$ cat config.mk
export PLATFORM = sky130hd
export DESIGN_NAME = tff_counter_n
export DESIGN_NICKNAME = d
export VERILOG_FILES = /design/src/rtl/tff_counter_n.sv
export SDC_FILE = /design/constraint.sdc
export NUM_CORES = 1
export LEC_CHECK = 0
export BUFFER_PORTS_ARGS = -buffer_cell sky130_fd_sc_hd__buf_2
export CORE_MARGIN = 4
export CORE_UTILIZATION = 45
export DETAILED_ROUTE_END_ITERATION = 6
export GPL_ROUTABILITY_DRIVEN = 0
export HOLD_SLACK_MARGIN = 0.12
export PLACE_DENSITY = 0.69
export RECOVER_POWER = 25
export SYNTH_ARGS = -nofsm -noshare
export SYNTH_HDL_FRONTEND = slang
export SYNTH_SLANG_ARGS = --single-unit
$ cat constraint.sdc
create_clock -name clk -period 3 [get_ports clk]
set_clock_uncertainty 0.2 [all_clocks]
set_input_delay 0 -clock clk [delete_from_list [all_inputs] [get_ports clk]]
set_output_delay 0 -clock clk [all_outputs]
set_load 0.02 [all_outputs]
$ cat src/rtl/tff_counter_n.sv
// WIDTH-bit T-flip-flop register: bitwise toggle, modulo up/down count, clamped load, wrap/saturate.
// Latency: q, tc and ovf are registered and reflect the inputs sampled at the previous rising edge.
// Backpressure: none; an operation is applied on every edge (load > en & mode).
module tff_counter_n #(
    parameter int              WIDTH     = 8,
    parameter longint unsigned MODULUS   = 256,
    parameter int              SATURATE  = 0,
    parameter longint unsigned RESET_VAL = 0
) (
    input  logic             clk,
    input  logic             clrn,
    input  logic             en,
    input  logic [1:0]       mode,
    input  logic [WIDTH-1:0] t,
    input  logic             load,
    input  logic [WIDTH-1:0] d,
    input  logic             ovf_clr,
    output logic [WIDTH-1:0] q,
    output logic             tc,
    output logic             ovf
);

    localparam logic [WIDTH-1:0] MAX_V   = WIDTH'(MODULUS - 64'd1);
    localparam logic [WIDTH-1:0] RESET_V = WIDTH'(RESET_VAL);
    localparam logic             SAT     = (SATURATE != 0);

    logic [WIDTH-1:0] q_q, q_d;
    logic             tc_q, tc_d;
    logic             ovf_q, ovf_d;
    logic             evt;

    always_comb begin
        q_d = q_q;
        evt = 1'b0;
        if (load) begin
            q_d = (d > MAX_V) ? MAX_V : d;
        end else if (en) begin
            case (mode)
                2'b01: q_d = q_q ^ t;
                2'b10: begin
                    // a value above the range (left by a toggle) also counts as terminal
                    if (q_q >= MAX_V) begin
                        evt = 1'b1;
                        q_d = SAT ? MAX_V : '0;
                    end else begin
                        q_d = q_q + WIDTH'(1);
                    end
                end
                2'b11: begin
                    if (q_q == '0) begin
                        evt = 1'b1;
                        q_d = SAT ? '0 : MAX_V;
                    end else begin
                        q_d = q_q - WIDTH'(1);
                    end
                end
                default: q_d = q_q;
            endcase
        end
        tc_d  = evt;
        ovf_d = evt | (ovf_q & ~ovf_clr);
    end

    always_ff @(posedge clk or negedge clrn) begin
        if (!clrn) begin
            q_q   <= RESET_V;
            tc_q  <= 1'b0;
            ovf_q <= 1'b0;
        end else begin
            q_q   <= q_d;
            tc_q  <= tc_d;
            ovf_q <= ovf_d;
        end
    end

    assign q   = q_q;
    assign tc  = tc_q;
    assign ovf = ovf_q;

endmodule

==> results.txt <==
FF+latch count, synth: 10
Post-DRT Antenna Nets: 0
maximum vdd drop: 0.268 mV
CP startpoint: q[1]
hpwl dp: 2.16 mm
vias in the first global route: 1189
Final Hold Viols: 0
fmax: 356 MHz
drt drc: 0
Critical Path Start Type: flop
GRT Residual Overflow: 0
Seq/Total Area, Yosys: 23.8%
Pins Over Slew Limit: 0
Reg clk slew, reported paths: 70 ps
WL/cell: 15.2 um
met2 GRT Util: 34.2%
RSZ-0062 raised after global routing: false
Worst Setup EP: q[3]
CP required: 3010 ps
outcome: finished clean
Num CTS Buffers: 3
# resized after CTS: 0
largest net degree at the start of global routing: 20
final WL: 3.22 mm
worst skew pair latency: 280 ps
first-pass GRT wire length: 5.40 mm
met3 GRT Util: 3.22%
PortBufs: 32
Worst setup EP type: flop
CP Max Fanout: 9
core area: 0.00221 mm^2
Static Leak: 0.000594 uW
syn avg cell area: 7.56 um^2
crit path DAT: 2820 ps
R2R depth: 7
PwrDens: 393 mW/mm^2
Max Cap Violations: 0
worst hold path class: reg -> reg
CTS sink cnt: 10
layout cells sized above 1: 19.0%
worst r2r dst: q[3]
Layout Nets: 212
CTS Root Cell: clkbuf_4
number of I/O pins: 33
CTS tree: done
Ys Warns: 0
hold depth: 1
Die ar.: 0.00317 mm^2
crit path kind: reg -> reg
Setup Viol. Count Final: 0
period utilisation layout: 93.6%
reg-to-reg slack, setup: 190 ps
Cell Rows: 17
syn nets: 165
grt met1 use: 27.4%
post-layout minimum cycle time: 2810 ps
via-per-instance ratio: 5.85
post-synthesis cell area: 0.00105 mm^2
initial antenna violation count: 0
utilization after layout: 64.6%
Clock Tree Buf Depth: 2
Mapped Cells: 139
die height: 56.3 um
Slew Limit Headroom: 64.5%
htree depth: 1
DR iter-0 viols: 53
r2r startpoint: q[1]
ant diodes: 0
P&R area growth vs syn: 36.0%
Synth cell types: 46
via count: 1240
Die W: 56.3 um
Total GRT Usage: 21.3%
Worst-Margin Slew: 531 ps
Top Usage Layer GRT: met2
first-pass detailed-route iteration total: 4
Setup TNS: 0 ps
Starting Density: 47.5%
==> report_power, final <==
part           leakage (uW)  switching, uW  internal, uW  total [uW]
logic              0.000460            127           124         251
registers          0.000121           59.3           151         211
clock network     0.0000138           52.9          46.6        99.4
total              0.000594            239           322         561
==> cell usage after synthesis, drive strengths merged <==
cell type  number  area share, %
or3b            1           0.83
nand2b          3            1.8
mux2i           1           0.95
and2            1           0.60
o311ai          1           0.83
xor2            4            3.3
a21o            1           0.71
nor2           17            6.1
ha              3            3.6
nand2           6            2.1
a22oi           1           0.71
a32o            1           0.95
or2             1           0.60
o41ai           1           0.83
o221ai          1           0.83
a211oi          5            3.6
o31ai           5            5.4
o21ba           1           0.95
nor2b           3            1.8
a31oi           1           0.60
o41a            1            1.1
o211ai          1           0.71
a2111oi         1           0.83
dfrtp          10             24
xnor2           4            3.3
o21a            1           0.71
nor4            1           0.60
clkbuf          7            2.5
nand3           4            1.9
inv             5            1.8
nand4           2            1.2
nor3b           2            1.4
o21ai           7            3.3
buf             6            3.3
a21oi           7            3.3
and3            4            2.5
o22ai           6            3.6
a21boi          1           0.71
or4             1            1.1
nor3           10            5.2
==> metrics by stage <==
step / instances / hold WS [ps] / cell area (um^2) / total power [uW] / setup slack (ps)
global placement: 186 / -310 / 1180 / 419 / 824
CTS: 212 / 276 / 1440 / 558 / 208
detailed placement: 186 / -309 / 1180 / 423 / 761
global route: 212 / 319 / 1430 / 599 / 21.6
floorplan: 139 / -496 / 1050 / 366 / 756
finish: 212 / 277 / 1430 / 561 / 192
==> state kept, by name (all words and copies together) (netlist names) <==
name  count
q         8
ovf       1
tc        1
==> worst max-delay path, cell delays in order (launching register included) <==
cell           delay [ps]
dfrtp_1               490
inv_1                 160
ha_1                  200
or3b_2                510
o31ai_4               340
nor3_1                120
a21oi_1               160
dlygate4sd3_1         560
==> worst min path at each step <==
stage,start,end,slack (ps)
after floorplan,clrn,ovf,-500
after global placement,clrn,q[6],-310
after detailed placement,clrn,q[6],-310
after CTS,ovf,ovf,280
after global routing,ovf,ovf,320
final,ovf,ovf,280
==> layout make-up <==
cell class	count	area (um^2)
clock buffer	3	22.5
timing repair buffer	55	382
sequential	10	250
tap	28	35.0
multi-input combinational	111	721
inverter	5	18.8
fill	211	783
==> layer usage <==
layer | wire length (um) | vias up
li1 | - | 601
met1 | 1390 | 578
met2 | 1550 | 56
met3 | 241 | 5
met4 | 44 | 0
met5 | 0 | -
==> cell usage in the layout, fill, tap and decap left out, types with 6 or more instances in the layout <==
master and n:
buf_2 25, dlygate4sd3_1 23, nor2_1 17, dfrtp_1 10, nor3_1 9, a21oi_1 7
o21ai_0 7, clkbuf_1 7, nand2_1 6, o22ai_1 6
==> kinds of logic (layout without fill, tap and decap cells) <==
family / Yosys count / in the layout / share of synthesized area (%)
flip-flops: 10 / 10 / 23.8
buffers and inverters: 18 / 63 / 7.62
AND/OR/NAND/NOR: 56 / 56 / 27.7
XOR/XNOR: 8 / 8 / 6.67
multiplexers: 1 / 1 / 0.952
AO/OA/AOI/OAI: 43 / 43 / 29.6
adder cells (fa/ha/maj): 3 / 3 / 3.57
==> timing repair <==
| action | 4_1_cts | 5_1_grt |
|---|---|---|
| buffers inserted | 0 | 0 |
| hold buffers | 23 | 0 |
| endpoints found under the setup margin | 0 | 0 |
| endpoints found under the hold margin | 20 | 0 |
No activity file was read; power rests on OpenSTA's default activity.
